`config.mk`:
```
export PLATFORM = sky130hd
export DESIGN_NAME = imm_encoder_flat
export DESIGN_NICKNAME = d
export VERILOG_FILES = /design/src/rtl/imm_enc_pkg.sv /design/src/rtl/imm_encoder_if.sv /design/src/rtl/imm_pack.sv /design/src/rtl/imm_encoder.sv /design/src/flat_wrapper.sv
export SDC_FILE = /design/constraint.sdc
export NUM_CORES = 1
export LEC_CHECK = 0
export BUFFER_PORTS_ARGS = -buffer_cell sky130_fd_sc_hd__buf_2
export CAP_MARGIN = 10
export CORE_MARGIN = 2
export CORE_UTILIZATION = 33
export DETAILED_ROUTE_END_ITERATION = 8
export PLACE_DENSITY = 0.64
export SYNTH_ARGS = -nofsm -noshare
export SYNTH_HDL_FRONTEND = slang
export SYNTH_SLANG_ARGS = --single-unit
```
`constraint.sdc`:
```
create_clock -name clk -period 1.7 [get_ports clk]
set_input_delay 0.51 -clock clk [delete_from_list [all_inputs] [get_ports clk]]
set_output_delay 0.51 -clock clk [all_outputs]
set_load 0.01 [all_outputs]
```
`src/rtl/imm_enc_pkg.sv`:
```
// Shared types for the immediate encoder: op codes, fragment width, FIFO entry.
// Consumed by imm_pack and imm_encoder through a wildcard import.
package imm_enc_pkg;

  localparam int FRAG_W = 25;

  typedef enum logic [2:0] {
    IMM_OP_I  = 3'b000,
    IMM_OP_S  = 3'b001,
    IMM_OP_U  = 3'b010,
    IMM_OP_UJ = 3'b011,
    IMM_OP_B  = 3'b100
  } imm_op_e;

  typedef struct packed {
    logic [FRAG_W-1:0] frag;
    logic              err;
  } imm_entry_t;

  // True when imm[31:msb] are all copies of one bit, i.e. the value fits a signed field ending at msb.
  function automatic logic sign_fits(input logic [31:0] imm, input int msb);
    logic [31:0] hi;
    hi = $signed(imm) >>> msb;
    return (hi == '0) || (hi == '1);
  endfunction

endpackage

```
`src/rtl/imm_encoder_if.sv`:
```
// Request/response bundle between the program loader (master) and imm_encoder (slave).
interface imm_encoder_if;
  import imm_enc_pkg::*;

  logic              in_valid;
  logic              in_ready;
  logic [2:0]        in_op;
  logic [31:0]       in_imm;
  logic [FRAG_W-1:0] in_base;
  logic              out_valid;
  logic              out_ready;
  logic [FRAG_W-1:0] out_frag;
  logic              out_err;

  modport master (
    output in_valid, in_op, in_imm, in_base, out_ready,
    input  in_ready, out_valid, out_frag, out_err
  );

  modport slave (
    input  in_valid, in_op, in_imm, in_base, out_ready,
    output in_ready, out_valid, out_frag, out_err
  );

endinterface

```
`src/rtl/imm_pack.sv`:
```
// Combinational packer: scatters a sign-extended immediate into inst[31:7]
// for the selected format and flags values the format cannot hold.
module imm_pack
  import imm_enc_pkg::*;
(
  input  logic [2:0]        i_op,
  input  logic [31:0]       i_imm,
  input  logic [FRAG_W-1:0] i_base,
  output logic [FRAG_W-1:0] o_frag,
  output logic              o_err
);

  // Start from the base so register/funct fields pass through untouched.
  always_comb begin
    o_frag = i_base;
    o_err  = 1'b0;
    case (imm_op_e'(i_op))
      IMM_OP_I: begin
        o_frag[24:13] = i_imm[11:0];
        o_err         = !sign_fits(i_imm, 11);
      end
      IMM_OP_S: begin
        o_frag[24:18] = i_imm[11:5];
        o_frag[4:0]   = i_imm[4:0];
        o_err         = !sign_fits(i_imm, 11);
      end
      IMM_OP_U: begin
        o_frag[24:5] = i_imm[31:12];
        o_err        = |i_imm[11:0];
      end
      IMM_OP_UJ: begin
        o_frag[24]    = i_imm[20];
        o_frag[23:14] = i_imm[10:1];
        o_frag[13]    = i_imm[11];
        o_frag[12:5]  = i_imm[19:12];
        o_err         = !sign_fits(i_imm, 20) || i_imm[0];
      end
      IMM_OP_B: begin
        o_frag[24]    = i_imm[12];
        o_frag[23:18] = i_imm[10:5];
        o_frag[4:1]   = i_imm[4:1];
        o_frag[0]     = i_imm[11];
        o_err         = !sign_fits(i_imm, 12) || i_imm[0];
      end
      default: begin
        o_frag = i_imm[24:0];
        o_err  = |i_imm[31:25];
      end
    endcase
  end

endmodule

```
`src/rtl/imm_encoder.sv`:
```
// Immediate encoder top: packer feeding a 2-entry head/tail output buffer.
// Define IMM_ENC_ERR_CNT_EN to add the saturating err_cnt output.
module imm_encoder
  import imm_enc_pkg::*;
#(
  parameter int FRAG_W = 25,
  parameter int CNT_W  = 16
) (
  input  logic             clk,
  input  logic             rst_n,
`ifdef IMM_ENC_ERR_CNT_EN
  output logic [CNT_W-1:0] err_cnt,
`endif
  imm_encoder_if.slave     bus
);

  if (FRAG_W != imm_enc_pkg::FRAG_W || CNT_W < 1) begin : g_param_check
    $error("imm_encoder: FRAG_W must be 25 and CNT_W at least 1");
  end

  logic [1:0] r_count;
  imm_entry_t r_head;
  imm_entry_t r_tail;
  imm_entry_t w_entry;
  logic       w_push;
  logic       w_pop;

  imm_pack u_pack (
    .i_op   (bus.in_op),
    .i_imm  (bus.in_imm),
    .i_base (bus.in_base),
    .o_frag (w_entry.frag),
    .o_err  (w_entry.err)
  );

  assign bus.in_ready  = (r_count != 2'd2);
  assign bus.out_valid = (r_count != 2'd0);
  assign bus.out_frag  = r_head.frag;
  assign bus.out_err   = r_head.err;

  assign w_push = bus.in_valid && bus.in_ready;
  assign w_pop  = bus.out_valid && bus.out_ready;

  // Head is the output register; tail only holds the second entry.
  always_ff @(posedge clk or negedge rst_n) begin
    if (!rst_n) begin
      r_count <= 2'd0;
      r_head  <= '0;
      r_tail  <= '0;
    end else begin
      if (w_pop) begin
        if (r_count == 2'd2) r_head <= r_tail;
        else if (w_push)     r_head <= w_entry;
      end else if (w_push) begin
        if (r_count == 2'd0) r_head <= w_entry;
        else                 r_tail <= w_entry;
      end
      r_count <= r_count + {1'b0, w_push} - {1'b0, w_pop};
    end
  end

`ifdef IMM_ENC_ERR_CNT_EN
  logic [CNT_W-1:0] r_err_cnt;

  always_ff @(posedge clk or negedge rst_n) begin
    if (!rst_n)                                           r_err_cnt <= '0;
    else if (w_push && w_entry.err && (r_err_cnt != '1)) r_err_cnt <= r_err_cnt + 1'b1;
  end

  assign err_cnt = r_err_cnt;
`endif

endmodule
```
`src/flat_wrapper.sv`:
```
// flat-port wrapper written by rule: the top's interface ports become plain ports
module imm_encoder_flat import imm_enc_pkg::*;
#(
  parameter int FRAG_W = 25,
  parameter int CNT_W  = 16
)
  (clk, rst_n, bus_in_valid, bus_in_op, bus_in_imm, bus_in_base, bus_out_ready, bus_in_ready, bus_out_valid, bus_out_frag, bus_out_err);
  imm_encoder_if bus_i ();
  input  logic clk;
  input  logic rst_n;
  input wire logic [$bits(bus_i.in_valid)-1:0] bus_in_valid;
  input wire logic [$bits(bus_i.in_op)-1:0] bus_in_op;
  input wire logic [$bits(bus_i.in_imm)-1:0] bus_in_imm;
  input wire logic [$bits(bus_i.in_base)-1:0] bus_in_base;
  input wire logic [$bits(bus_i.out_ready)-1:0] bus_out_ready;
  output wire logic [$bits(bus_i.in_ready)-1:0] bus_in_ready;
  output wire logic [$bits(bus_i.out_valid)-1:0] bus_out_valid;
  output wire logic [$bits(bus_i.out_frag)-1:0] bus_out_frag;
  output wire logic [$bits(bus_i.out_err)-1:0] bus_out_err;
  assign bus_i.in_valid = bus_in_valid;
  assign bus_i.in_op = bus_in_op;
  assign bus_i.in_imm = bus_in_imm;
  assign bus_i.in_base = bus_in_base;
  assign bus_i.out_ready = bus_out_ready;
  assign bus_in_ready = bus_i.in_ready;
  assign bus_out_valid = bus_i.out_valid;
  assign bus_out_frag = bus_i.out_frag;
  assign bus_out_err = bus_i.out_err;
  imm_encoder #(.FRAG_W(FRAG_W), .CNT_W(CNT_W)) u_core (.clk(clk), .rst_n(rst_n), .bus(bus_i));
endmodule
```
==> After elaboration in Yosys (flattened, before gate mapping) <==
Index checks and enable logic that the tools add are counted.
{ "op_classes": {"n_bitwise": 2, "addsub": 2, "eq_ne": 9, "reduce_logical": 28, "n_mux": 10} }
{ "op_table": {"columns": ["operator", "count"], "rows": [
  ["two-way mux 26 bit", 5],
  ["equality test 32 bit (second input constant)", 3],
  ["logical NOT 32 bit", 3],
  ["case mux 7 bit (4 select lines)", 1],
  ["case mux 5 bit (4 select lines)", 1],
  ["case mux 8 bit (2 select lines)", 1],
  ["OR reduction 12 bit", 1],
  ["case mux 5 bit (2 select lines)", 1],
  ["nonzero test 2 bit", 4],
  ["OR reduction 7 bit", 1],
  ["equality test 3 x 2 -> 1 bit (second input constant)", 2],
  ["AND reduction 3 bit", 2],
  ["OR reduction 2 bit", 3],
  ["OR reduction 3 bit", 2],
  ["logical OR 1 bit", 5],
  ["case mux 1 bit (4 select lines)", 1],
  ["equality test 3 x 1 -> 1 bit (second input constant)", 1],
  ["equality test 3 bit (second input constant)", 1],
  ["logical NOT 1 bit", 3],
  ["logical NOT 3 bit", 1],
  ["adder 2 x 1 -> 2 bit", 1],
  ["equality test 2 bit (second input constant)", 1],
  ["logical AND 1 bit", 2],
  ["logical NOT 2 bit", 1],
  ["3 further kinds", 4]
]} }
{ "totals": {"reg_bits": 54, "word_cells": 56, "in_bits": 64} }

==> Logic depth before layout (Yosys ltp) <==
{ "logic_depth": {"depth_word": 8, "ltp_mapped": 9, "mapped_depth_nobuf": 7} }

==> Hierarchy <==
A second synthesis with hierarchy kept.
{ "hier_totals": {"hier_cells": 308, "area_unflattened_um2": 3415.8} }
{ "modules_own_cells": {"columns": ["module", "area_per_inst_um2", "n_inst", "cells_each"], "rows": [
  ["imm_encoder", 2419.8, 1, 154],
  ["imm_pack", 996.0, 1, 154]
]} }

==> Worst setup path before layout <==
Ideal clock, no wire load.
{ "synth_timing": {"path_kind": "input to register", "startpoint": "input bus_in_op[1]", "endpoint": "register u_core.r_head (netlist bit u_core.bus.out_frag[19])", "path_slack_ns": -0.043, "required_time_ns": 1.575, "arrival_time_ns": 1.618, "path_stages": 8, "path_buffers": 2, "setup_ns": 0.125, "path_cell_list": "buf_6 nor2b_1 buf_2 a22oi_1 nor2_1 a221oi_2 a21oi_1 mux2_2"} }
{ "synth_between": {"elab_chain_len": 6, "word_cells_on_any_way": 12} }
{ "synth_lines": {"columns": ["item", "line", "rtl"], "rows": [
  ["from (decl)", "flat_wrapper.sv:12", "input wire logic [$bits(bus_i.in_op)-1:0] bus_in_op;"],
  ["equality test 3 x 1 -> 1 bit / logical NOT 3 bit (equally long branches)", "imm_pack.sv:17", "case (imm_op_e'(i_op))"],
  ["OR reduction 2 bit (no source line)", null, null],
  ["case mux 7 bit (4 select lines) *", "imm_pack.sv:17", null],
  ["two-way mux 26 bit (on tied branches)", "imm_encoder.sv:55, imm_encoder.sv:53", null],
  ["two-way mux 26 bit (on tied branches)", "imm_encoder.sv:54, imm_encoder.sv:52", null],
  ["two-way mux 26 bit *", "imm_encoder.sv:51", "if (w_pop) begin"],
  ["to (signal assigned)", "imm_encoder.sv:52", "if (r_count == 2'd2) r_head <= r_tail;"],
  ["to (signal assigned)", "imm_encoder.sv:53", "else if (w_push) r_head <= w_entry;"],
  ["to (signal assigned)", "imm_encoder.sv:55", "if (r_count == 2'd0) r_head <= w_entry;"],
  ["to (decl)", "imm_encoder.sv:22", "imm_entry_t r_head;"]
]} }
Mark *: on every way between the ends. The rest lies on a longest branch, timed or not. The select of a mux whose other input is x is not followed.
A chain may end at the register's enable or synchronous reset.

==> Worst setup path after layout <==
{ "layout_timing": {"startpoint": "input bus_in_op[0]", "endpoint": "register u_core.r_head (netlist bit u_core.bus.out_frag[20])"} }
Same word-level chain as after synthesis.

==> results.md <==
* Remaining design rule violation count at 0
* Number of diodes added for antenna fixing at 0
* Total length of routed wires at 9560 um
* Top-area cell type share of the netlist area at 0.415
* Latest clock arrival within the worst-skew pair at ~0.30 ns
* Static leakage at 2.03 nW
* Total Die Area at 10700 um^2
* Maximum clock frequency at ~600 MHz
* Placed wire-length estimate after detailed placement at about 7400 um
* Post-layout min period at roughly 1.7 ns
* Worst Clk Skew at a little over 0.007 ns
* Largest net degree at the start of global routing at 55
* Starting Density at 0.336
* Class of the tightest hold or removal check: in -> async
* Clk slew on worst S/H paths at 0.10 ns
* Number of design-rule violations left by the first detailed-router iteration at about 180
* Worst endpoint data arrival time at roughly 1.9 ns
* Chip Width at ~100 um
* Simple-gate share of the synthesized area at 0.163
* Count of nets left with antenna violations after detail routing at 0
* Biggest fanout along the worst timing path at 17
* Root cell of the clock tree: clkbuf_8
* Commonest register cell after synthesis: dfrtp_1
* Share of the cycle needed by the critical path after routing at 0.981
* Parity-gate share of the synthesized area counting xor and xnor cells at 0.00538
* Via count of the first global-routing pass at between 2000 and 3000
* Post-layout instance count excluding filler cells at 622
* Number of enable-type register cells in the synthesized netlist at 0
* Number of vias after detailed routing at about 3100
* Proportion of layout cells with a drive suffix above 1 at 0.384
* Slew of the pin with the lowest slew margin at ~0.53 ns
* Power per standard cell area at around 1200 nW/um^2
* Post-cts hold buffer count at 0
* Vias/cell at about 5
* Maximum capacitance violations at 0
* Largest family of logic cells by synthesized area: compound AO/OA/AOI/OAI gates
* Count of endpoints failing hold in the final timing report at 0
* Rows at 36
* Data required time at the worst endpoint at 1.89 ns
* Highest ir drop seen on vdd at around 0.4 mV
* Syn avg cell area at about 9.0 um^2
* Most frequent cell after synthesis: dfrtp_1
* Relative slew slack at 0.646
* Wire length of the first global-routing pass at ~15000 um
* Count of boundary I/O pins at between 90 and 100
* Number of instances in the placed design at 614
* Asr flop ratio synth at 1.00
* CTS tree: done
* Count of synthesis-stage warnings from yosys at 0
* Total core area at ~9700 um^2
* Iteration count of the initial detailed-routing pass at 4
* Syn-to-layout area delta at 34.4%
* Top cell type by total area after synthesis: dfrtp_1
* Type of the worst setup path: in -> reg
* Number of cells produced by synthesis at ~360
* Placer Congestion at 0.855
* Avg WL per Cell at around 15 um
* Clock sink count at 54
* Flop and latch count out of synthesis at 54
* Number of antenna violations at the first check in global routing at 0
* Area of the mapped netlist at between 3000 and 4000 um^2
* Number of CTS-inserted buffers at 5
* Cell types occupying the most area after synthesis: dfrtp_1, mux2i_1, o21ai_0
* Synth Area in Adders at 0.00768
* Number of H-tree levels at 2
* Seq/Total Area, Yosys at 0.415
* Setup repair after global routing missed its margin: yes
* Layout Nets at 554
* Post-synthesis mux area share at 0.132
* Kind of end point of the critical path: flop
* All-Layer GR Usage at 0.181
* Die span in y at 103 um
* Nets in the synthesized netlist at roughly 430
* Category of the worst setup path launch point: input port
* Total power consumption of the routed design at around 5.4 mW
* Number of buffers on the longest clock path at 2
* Cell types with the highest counts after synthesis: dfrtp_1, nand2_1, o21ai_0
* Status: finished clean
* Max-slew violation count at 0
* Count of different cell masters after synthesis at 40
* Count of port buffers added during placement at between 80 and 90
* # setup viols final at 0
* GRT overflow at 0
* Compound-Gate Fraction of Synth Area at 0.228
## repair_timing
action                     CTS  global route
setup endpoints to repair    0            27
resized for setup            0            15
buffers inserted             0             0
## layout make-up
type,instances,area [um^2]
fillers,968,5310
multi-input cells,277,1800
flip-flops and latches,54,1350
repair buffers,144,915
well taps,133,166
clock buffers,5,68.8
clock inverters,3,45.0
inverters,6,26.3
## per-stage QoR
stage / setup slack, ns / util / area (um^2) / TNS [ns] / hold slack [ns]
CTS: 0.0153 / 0.445 / 4310 / 0 / 0.189
finish: 0.0327 / 0.452 / 4380 / 0 / 0.183
global placement: -0.280 / 0.434 / 4200 / -6.13 / 0.456
floorplan: -0.0293 / - / 3270 / -0.155 / 0.214
global route: -0.0633 / 0.452 / 4380 / -0.267 / 0.185
detailed placement: -0.296 / 0.434 / 4200 / -8.00 / 0.463
## per-layer routing
metal  global-route usage  up-vias  part of all wire
met5                    0        -                 0
met4               0.0425        0            0.0082
li1                     -     1562                 -
met2                0.283       86              0.47
met1                0.265     1469              0.47
met3               0.0282        8             0.055
## registers in the layout, summed over array words and instances (netlist names)
register and cells:
u_core.r_tail 26, u_core.bus.out_frag 25, u_core.r_count 2, u_core.bus.out_err 1
## path summary, 6_finish.rpt
path	startpoint	slack [ns]	to	depth (start not counted)
max reg2reg	u_core.r_count[0]$_DFF_PN0_	0.16	u_core.r_count[1]$_DFF_PN0_	7
max	bus_in_op[0]	0.03	u_core.bus.out_frag[20]$_DFFE_PN0P_	7
min	rst_n	0.18	u_core.bus.out_frag[8]$_DFFE_PN0P_	2
min reg2reg	u_core.r_tail[2]$_DFFE_PN0P_	0.48	u_core.r_tail[2]$_DFFE_PN0P_	2
max in group asynchronous	rst_n	1.27	u_core.bus.out_frag[18]$_DFFE_PN0P_	2
min in group clk	u_core.r_tail[2]$_DFFE_PN0P_	0.48	u_core.r_tail[2]$_DFFE_PN0P_	2
## power by group
group | total, mW | internal (mW) | switching (mW)
Sequential | 2.24 | 1.92 | 0.319
Combinational | 2.25 | 1.04 | 1.22
Clock | 0.866 | 0.438 | 0.428
## kinds of logic (layout without fill, tap and decap cells)
logic type      Yosys count  count (layout)
simple gates            115             115
xor+xnor                  2               2
buf+inv                  32             158
compound gates          117             117
flops                    54              54
fa+ha+maj                 2               2
mux                      41              41
## layout by cell type, fill, tap and decap left out, types with 2 or more instances in the layout
master / n
nor3_1: 6
ha_1: 2
o21ai_1: 7
nand4_1: 6
o211ai_1: 6
o21ai_0: 38
nor4_1: 4
buf_12: 3
mux2_2: 14
clkbuf_8: 5
inv_1: 5
nor2_4: 2
nor2_2: 2
dfrtp_1: 54
a221oi_2: 7
buf_4: 56
a21oi_2: 2
nor2_1: 34
buf_2: 83
and4_1: 2
nand3_1: 4
xnor2_1: 2
clkinvlp_4: 3
nand2_1: 45
mux2i_1: 26
a21oi_1: 35
o2bb2ai_1: 8
nor2b_1: 2
a31oi_1: 2
a22oi_1: 6
nor2b_2: 2
## critical path, cell delays in order
cell and delay, ns:
clkbuf_4 0.17, buf_4 0.15, nor2_4 0.15, nor2_4 0.14, a221oi_2 0.34, a21oi_1 0.12, mux2_2 0.29
Power figures use the tool's default switching activity.
